==> src/rtl/pwm_bridge_driver_pkg.sv <==
// Shared definitions for the PWM H-bridge driver: leg state encodings,
// direction constants, minimum carrier period and the reference magnitude helper.
package pwm_bridge_driver_pkg;

    typedef enum logic [1:0] {
        LEG_OFF  = 2'd0,
        LEG_HIGH = 2'd1,
        LEG_LOW  = 2'd2,
        LEG_DEAD = 2'd3
    } leg_state_t;

    localparam logic DIR_FWD    = 1'b0;
    localparam logic DIR_REV    = 1'b1;
    localparam int   MIN_PERIOD = 2;

    // Two's-complement magnitude; -32768 maps to 32768 as an unsigned value.
    function automatic logic [15:0] ref_magnitude(input logic signed [15:0] r);
        logic [15:0] raw;
        raw = $unsigned(r);
        return r[15] ? (~raw + 16'd1) : raw;
    endfunction

endpackage

==> src/rtl/pwm_bridge_driver_dead_time_leg.sv <==
// One half-bridge leg: turns a high/low demand into exclusive hi/lo gate drives,
// with an all-off dead interval of dead_time clocks on every side change.
module dead_time_leg
    import pwm_bridge_driver_pkg::*;
#(
    parameter int DT_W = 8
) (
    input  logic            clock,
    input  logic            reset,
    input  logic            enable,
    input  logic            demand,
    input  logic [DT_W-1:0] dead_time,
    output logic            hi,
    output logic            lo
);

    leg_state_t      state, state_next;
    logic [DT_W-1:0] dead_cnt, dead_cnt_next;
    logic            side, side_next;
    logic            switch_req;

    always_ff @(posedge clock or negedge reset) begin
        if (!reset) begin
            state    <= LEG_OFF;
            dead_cnt <= '0;
            side     <= 1'b0;
            hi       <= 1'b0;
            lo       <= 1'b0;
        end else begin
            state    <= state_next;
            dead_cnt <= dead_cnt_next;
            side     <= side_next;
            hi       <= (state_next == LEG_HIGH);
            lo       <= (state_next == LEG_LOW);
        end
    end

    // dead_cnt holds the number of the current dead cycle; a zero dead time skips DEAD.
    always_comb begin
        state_next    = state;
        dead_cnt_next = dead_cnt;
        side_next     = side;
        switch_req    = 1'b0;
        if (!enable) begin
            state_next    = LEG_OFF;
            dead_cnt_next = '0;
        end else begin
            case (state)
                LEG_OFF:  switch_req = 1'b1;
                LEG_HIGH: switch_req = !demand;
                LEG_LOW:  switch_req = demand;
                LEG_DEAD: begin
                    if (demand != side) begin
                        switch_req = 1'b1;
                    end else if (dead_cnt >= dead_time) begin
                        state_next = side ? LEG_HIGH : LEG_LOW;
                    end else begin
                        dead_cnt_next = dead_cnt + DT_W'(1);
                    end
                end
                default: state_next = LEG_OFF;
            endcase
            if (switch_req) begin
                side_next = demand;
                if (dead_time == '0) begin
                    state_next = demand ? LEG_HIGH : LEG_LOW;
                end else begin
                    state_next    = LEG_DEAD;
                    dead_cnt_next = DT_W'(1);
                end
            end
        end
    end

endmodule

==> src/rtl/pwm_bridge_driver.sv <==
// Edge-aligned PWM carrier with wrap-synchronous duty/direction update feeding
// two dead-time legs that drive one full H-bridge.
module pwm_bridge_driver
    import pwm_bridge_driver_pkg::*;
#(
    parameter int CNT_W = 16,
    parameter int DT_W  = 8
) (
    input  logic                clock,
    input  logic                reset,
    input  logic                enable,
    input  logic signed [15:0]  pwm_ref,
    input  logic                pwm_ref_valid,
    input  logic [CNT_W-1:0]    period,
    input  logic [DT_W-1:0]     dead_time,
    output logic                hi_a,
    output logic                lo_a,
    output logic                hi_b,
    output logic                lo_b,
    output logic                period_start,
    output logic [CNT_W-1:0]    duty_applied,
    output logic                dir_applied
);

    localparam int MAG_W = (CNT_W > 16) ? CNT_W : 16;

    logic               running;
    logic [CNT_W-1:0]   cnt;
    logic [CNT_W-1:0]   period_sh;
    logic signed [15:0] pending;
    logic signed [15:0] pending_eff;
    logic [CNT_W-1:0]   period_clamped;
    logic [MAG_W-1:0]   mag_ext;
    logic [MAG_W-1:0]   period_ext;
    logic [CNT_W-1:0]   duty_next;
    logic               load;
    logic               switching;
    logic               demand_a;
    logic               demand_b;
    logic               leg_en;

    // A strobe coinciding with the wrap still makes that wrap.
    assign pending_eff    = pwm_ref_valid ? pwm_ref : pending;
    assign period_clamped = (period < CNT_W'(MIN_PERIOD)) ? CNT_W'(MIN_PERIOD) : period;
    assign mag_ext        = MAG_W'(ref_magnitude(pending_eff));
    assign period_ext     = MAG_W'(period_clamped);
    assign duty_next      = (mag_ext < period_ext) ? mag_ext[CNT_W-1:0] : period_clamped;
    assign load           = enable && (!running || (cnt >= period_sh - CNT_W'(1)));

    always_ff @(posedge clock or negedge reset) begin
        if (!reset) begin
            pending <= '0;
        end else if (pwm_ref_valid) begin
            pending <= pwm_ref;
        end
    end

    always_ff @(posedge clock or negedge reset) begin
        if (!reset) begin
            running      <= 1'b0;
            cnt          <= '0;
            period_sh    <= CNT_W'(MIN_PERIOD);
            duty_applied <= '0;
            dir_applied  <= DIR_FWD;
        end else if (!enable) begin
            running <= 1'b0;
            cnt     <= '0;
        end else if (load) begin
            running      <= 1'b1;
            cnt          <= '0;
            period_sh    <= period_clamped;
            duty_applied <= duty_next;
            dir_applied  <= pending_eff[15] ? DIR_REV : DIR_FWD;
        end else begin
            cnt <= cnt + CNT_W'(1);
        end
    end

    assign switching    = running && (cnt < duty_applied);
    assign demand_a     = (dir_applied == DIR_FWD) && switching;
    assign demand_b     = (dir_applied == DIR_REV) && switching;
    assign leg_en       = enable && running;
    assign period_start = running && (cnt == '0);

    dead_time_leg #(.DT_W(DT_W)) u_leg_a (
        .clock     (clock),
        .reset     (reset),
        .enable    (leg_en),
        .demand    (demand_a),
        .dead_time (dead_time),
        .hi        (hi_a),
        .lo        (lo_a)
    );

    dead_time_leg #(.DT_W(DT_W)) u_leg_b (
        .clock     (clock),
        .reset     (reset),
        .enable    (leg_en),
        .demand    (demand_b),
        .dead_time (dead_time),
        .hi        (hi_b),
        .lo        (lo_b)
    );

endmodule

==> config.mk <==
export PLATFORM = sky130hd
export DESIGN_NAME = pwm_bridge_driver
export DESIGN_NICKNAME = d
export VERILOG_FILES = /design/src/rtl/pwm_bridge_driver_pkg.sv /design/src/rtl/pwm_bridge_driver_dead_time_leg.sv /design/src/rtl/pwm_bridge_driver.sv
export SDC_FILE = /design/constraint.sdc
export NUM_CORES = 1
export LEC_CHECK = 0
export ABC_AREA = 1
export CAP_MARGIN = 20
export CORE_MARGIN = 3
export CORE_UTILIZATION = 63
export CTS_CLUSTER_DIAMETER = 50
export DETAILED_ROUTE_END_ITERATION = 10
export PLACE_DENSITY = 0.87
export SETUP_SLACK_MARGIN = 0.3
export SYNTH_ARGS = -nofsm -noshare
export SYNTH_HDL_FRONTEND = slang
export SYNTH_SLANG_ARGS = --single-unit
==> constraint.sdc <==
create_clock -name clock -period 6.05 [get_ports clock]
set_input_delay 0.9075 -clock clock [delete_from_list [all_inputs] [get_ports clock]]
set_output_delay 0.9075 -clock clock [all_outputs]
set_load 0.01 [all_outputs]
==> flow_metrics.tcl <==
set metrics [dict create \
    intPower_mw 1.08 \
    ys_seq_area_share_pct 34.3 \
    cpPeakStageDelay_ns 0.84 \
    peakVddDrop_mv 0.184 \
    routed_wl_mm 15.7 \
    yosysUniqueCellTypes 42 \
    p_comb_share_pct 29.7 \
    yosys.area.top_type "dfrtp_1" \
    final-hold-violation-count 0 \
    grt_setup_unrepaired "no" \
    switching_power_mw 0.586 \
    synth_ff_type "dfrtp_1" \
    grt_pass1_wl_mm 26.4 \
    syn_area_mm2 0.00672 \
    place_hpwl_mm 12.0 \
    status "finished, final reports clean" \
    leakage_nw 3.95 \
    seq_power_share_pct 44.0 \
    rows 37 \
    setup_viol 0 \
    yosys.area_share.adder_pct 12.7 \
    core_mm2 0.0104 \
    swShare_pct 35.3 \
    yosys_warnings 0 \
    cts_buffer_depth 2 \
    crit_chain "clkdlybuf4s50_1 > inv_2 > or2_1 > o21ai_2 > ha_1 > nand4_1 > nor2_1 > nand2_1 > o21ai_4 > xor2_1 > inv_1 > ha_1 > nand2_1 > o21a_1 > o221a_2 > nand2_4 > nand2_1 > nand3_1 > nand2_1" \
    critPathKind "in -> reg" \
    drc 0 \
    first_pass_iters 5 \
    cts_hold_buf 0 \
    avgSynthCellArea_um2 7.18 \
    grt_usage_pct 28.2 \
    grt_overflow 0 \
    drt_iter0_markers 346 \
    fin_skew_ns 0.0118 \
    insertion_delay_ns 0.39 \
    async_flop_share_pct 100 \
    die_y_um 109 \
    fin_crit_ns 4.49 \
    grt_start_max_net_pins 72 \
    p_total_mw 1.66 \
    timing.setup.tns_ns 0 \
    power.share.clock_pct 26.3 \
    start_kind "input port" \
    diodes 0 \
    synth-compound-area-share_pct 8.62 \
    grt_use_met2_pct 46.0 \
    required_ns 6.33 \
    synth_edf_count 0 \
    htree_num_levels 3 \
    drv_slew 0 \
    drive_gt1_share_pct 4.60 \
    cts_tree "built" \
    io_pins 66 \
    synth-simple-area-share_pct 31.0 \
    clk_pin_slew_worst_paths_ns 0.10 \
    crit_fanout 17 \
    synth_nets 1048 \
    synth-seq-cells 92 \
    crit_path_end_kind "register" \
    synthMuxAreaShare_pct 0 \
    detail-route-antenna-nets 0 \
    path_common_cell "nand2_1" \
    vias_per_cell 5.43 \
    cts.sinks 92 \
    netlist_top_cells_area "dfrtp_1, nand2_1, ha_1" \
    syn_inst 936 \
    met3_usage_pct 5.62 \
    top_usage_layer "met2" \
    grtUsageMet1_pct 37.7 \
    antenna_found_initial 0 \
    tightest_slew_ns 0.906 \
    hp-class "in -> async" \
    wire_per_inst_um 13.8 \
    post_cts_resized 0 \
    gp_congestion 0.919 \
    critical_path_buf_inv_count 3 \
    cellPowerDensity_mw_per_mm2 217 \
    critPathArrivalTime_ns 4.77 \
    synth_common_cells "nand2_1, inv_1, dfrtp_1, nor2_1, nand3_1" \
    io_buffers 65 \
    yosysMostFrequentCell "nand2_1" \
    netlist.area_leader.share_pct 33.9 \
    dieArea_mm2 0.0119 \
    slew_headroom_pct 39.6 \
    num_vias 6170 \
    cts_made_buffers 9 \
    slowest_stage "clkdlybuf4s50_1" \
    synth_top_family_by_area "simple AND/OR/NAND/NOR gates" \
    post-route-period-util_pct 74.2 \
    grt_pass1_vias 5728 \
    syn_to_final_growth_pct 14.1 \
    dieWidth_um 109 \
    max_cap_viol_count 0 \
    cts-root-buf "clkbuf_8" \
    cts_setup_buffers 0 \
    nets 1108 \
    start_util_pct 64.8 \
    timing.fmax_mhz 223 \
    worst_path_dominant_cell_family "simple AND/OR/NAND/NOR gates" \
    synth_xor_area_share_pct 4.04 \
]
[metal layers]
layer / part of all wire, % / wire, µm
met5: 0 / 0
met4: 2.0 / 322
met3: 5.3 / 827
met2: 47 / 7440
met1: 45 / 7140
[registers in the layout, summed over array words and instances, names as in the netlist, 2 cells and up]
| register | count |
|---|---|
| u_leg_a.dead_cnt | 8 |
| pending | 16 |
| period_sh | 16 |
| duty_applied | 16 |
| u_leg_a.state | 2 |
| u_leg_b.state | 2 |
| u_leg_b.dead_cnt | 8 |
| cnt | 16 |
[cells by family after synthesis]
kind of cell / Yosys count
fa+ha+maj: 68
xor+xnor: 31
simple gates: 480
compound gates: 104
buf+inv: 161
flops: 92
[stage by stage]
step | cell area, µm² | setup slack [ns] | util, % | hold slack, ns | instances
after floorplan | 6720 | 2.57 | - | 0.453 | 936
after global routing | 7660 | 1.15 | 73.9 | 0.399 | 1137
after detailed placement | 7460 | 1.19 | 71.9 | 0.477 | 1121
final | 7660 | 1.56 | 73.9 | 0.400 | 1137
after CTS | 7660 | 1.59 | 73.9 | 0.397 | 1137
after global placement | 7460 | 1.30 | 71.9 | 0.468 | 1121
[power by group through the flow]
stage	Sequential, mW	Clock, mW	Combinational, mW
after floorplan	0.736	0	0.305
after detailed placement	0.742	0	0.488
after CTS	0.730	0.443	0.493
after global routing	0.739	0.470	0.567
after global placement	0.739	0	0.475
final	0.731	0.437	0.493
[worst paths after layout]
check                               from  cells past startpoint               end  slack [ns]
max in group asynchronous          reset                      2  duty_applied[11]        4.47
min                                reset                      1            cnt[1]        0.40
max                        pwm_ref_valid                     19  duty_applied[14]        1.56
max reg2reg                 period_sh[0]                     22   duty_applied[6]        1.91
min reg2reg                 period_sh[0]                      2      period_sh[0]        0.50
min in group clock          period_sh[0]                      2      period_sh[0]        0.50
[final cells by class]
type                            count  area [µm²]
Multi-Input combinational cell    683        3790
Fill cell                         818        2710
Timing Repair Buffer               67         663
Inverter                          143         537
Tap cell                          136         170
Sequential cell                    92        2300
Clock buffer                        9         124
Clock inverter                      7        80.1
[layout by cell type (no fill, tap or decap), types with 13 or more instances in the layout]
| cell type | n |
|---|---|
| xor2_1 | 21 |
| nor3_1 | 13 |
| ha_1 | 68 |
| nor2_1 | 81 |
| nand3_1 | 79 |
| nand2_1 | 249 |
| clkdlybuf4s50_1 | 64 |
| nand4_1 | 23 |
| inv_1 | 138 |
| dfrtp_1 | 91 |
| o21ai_0 | 47 |
| a21oi_1 | 34 |
[worst reg2reg max path, delay by kind of cell, from the launching register on]
kind            cells  cell delay [ns]
buf+inv             5             1.01
simple gates       12             1.79
compound gates      2             0.21
fa+ha+maj           2             0.49
xor+xnor            1             0.16
flops               1             0.38
Power figures use the tool's default switching activity.
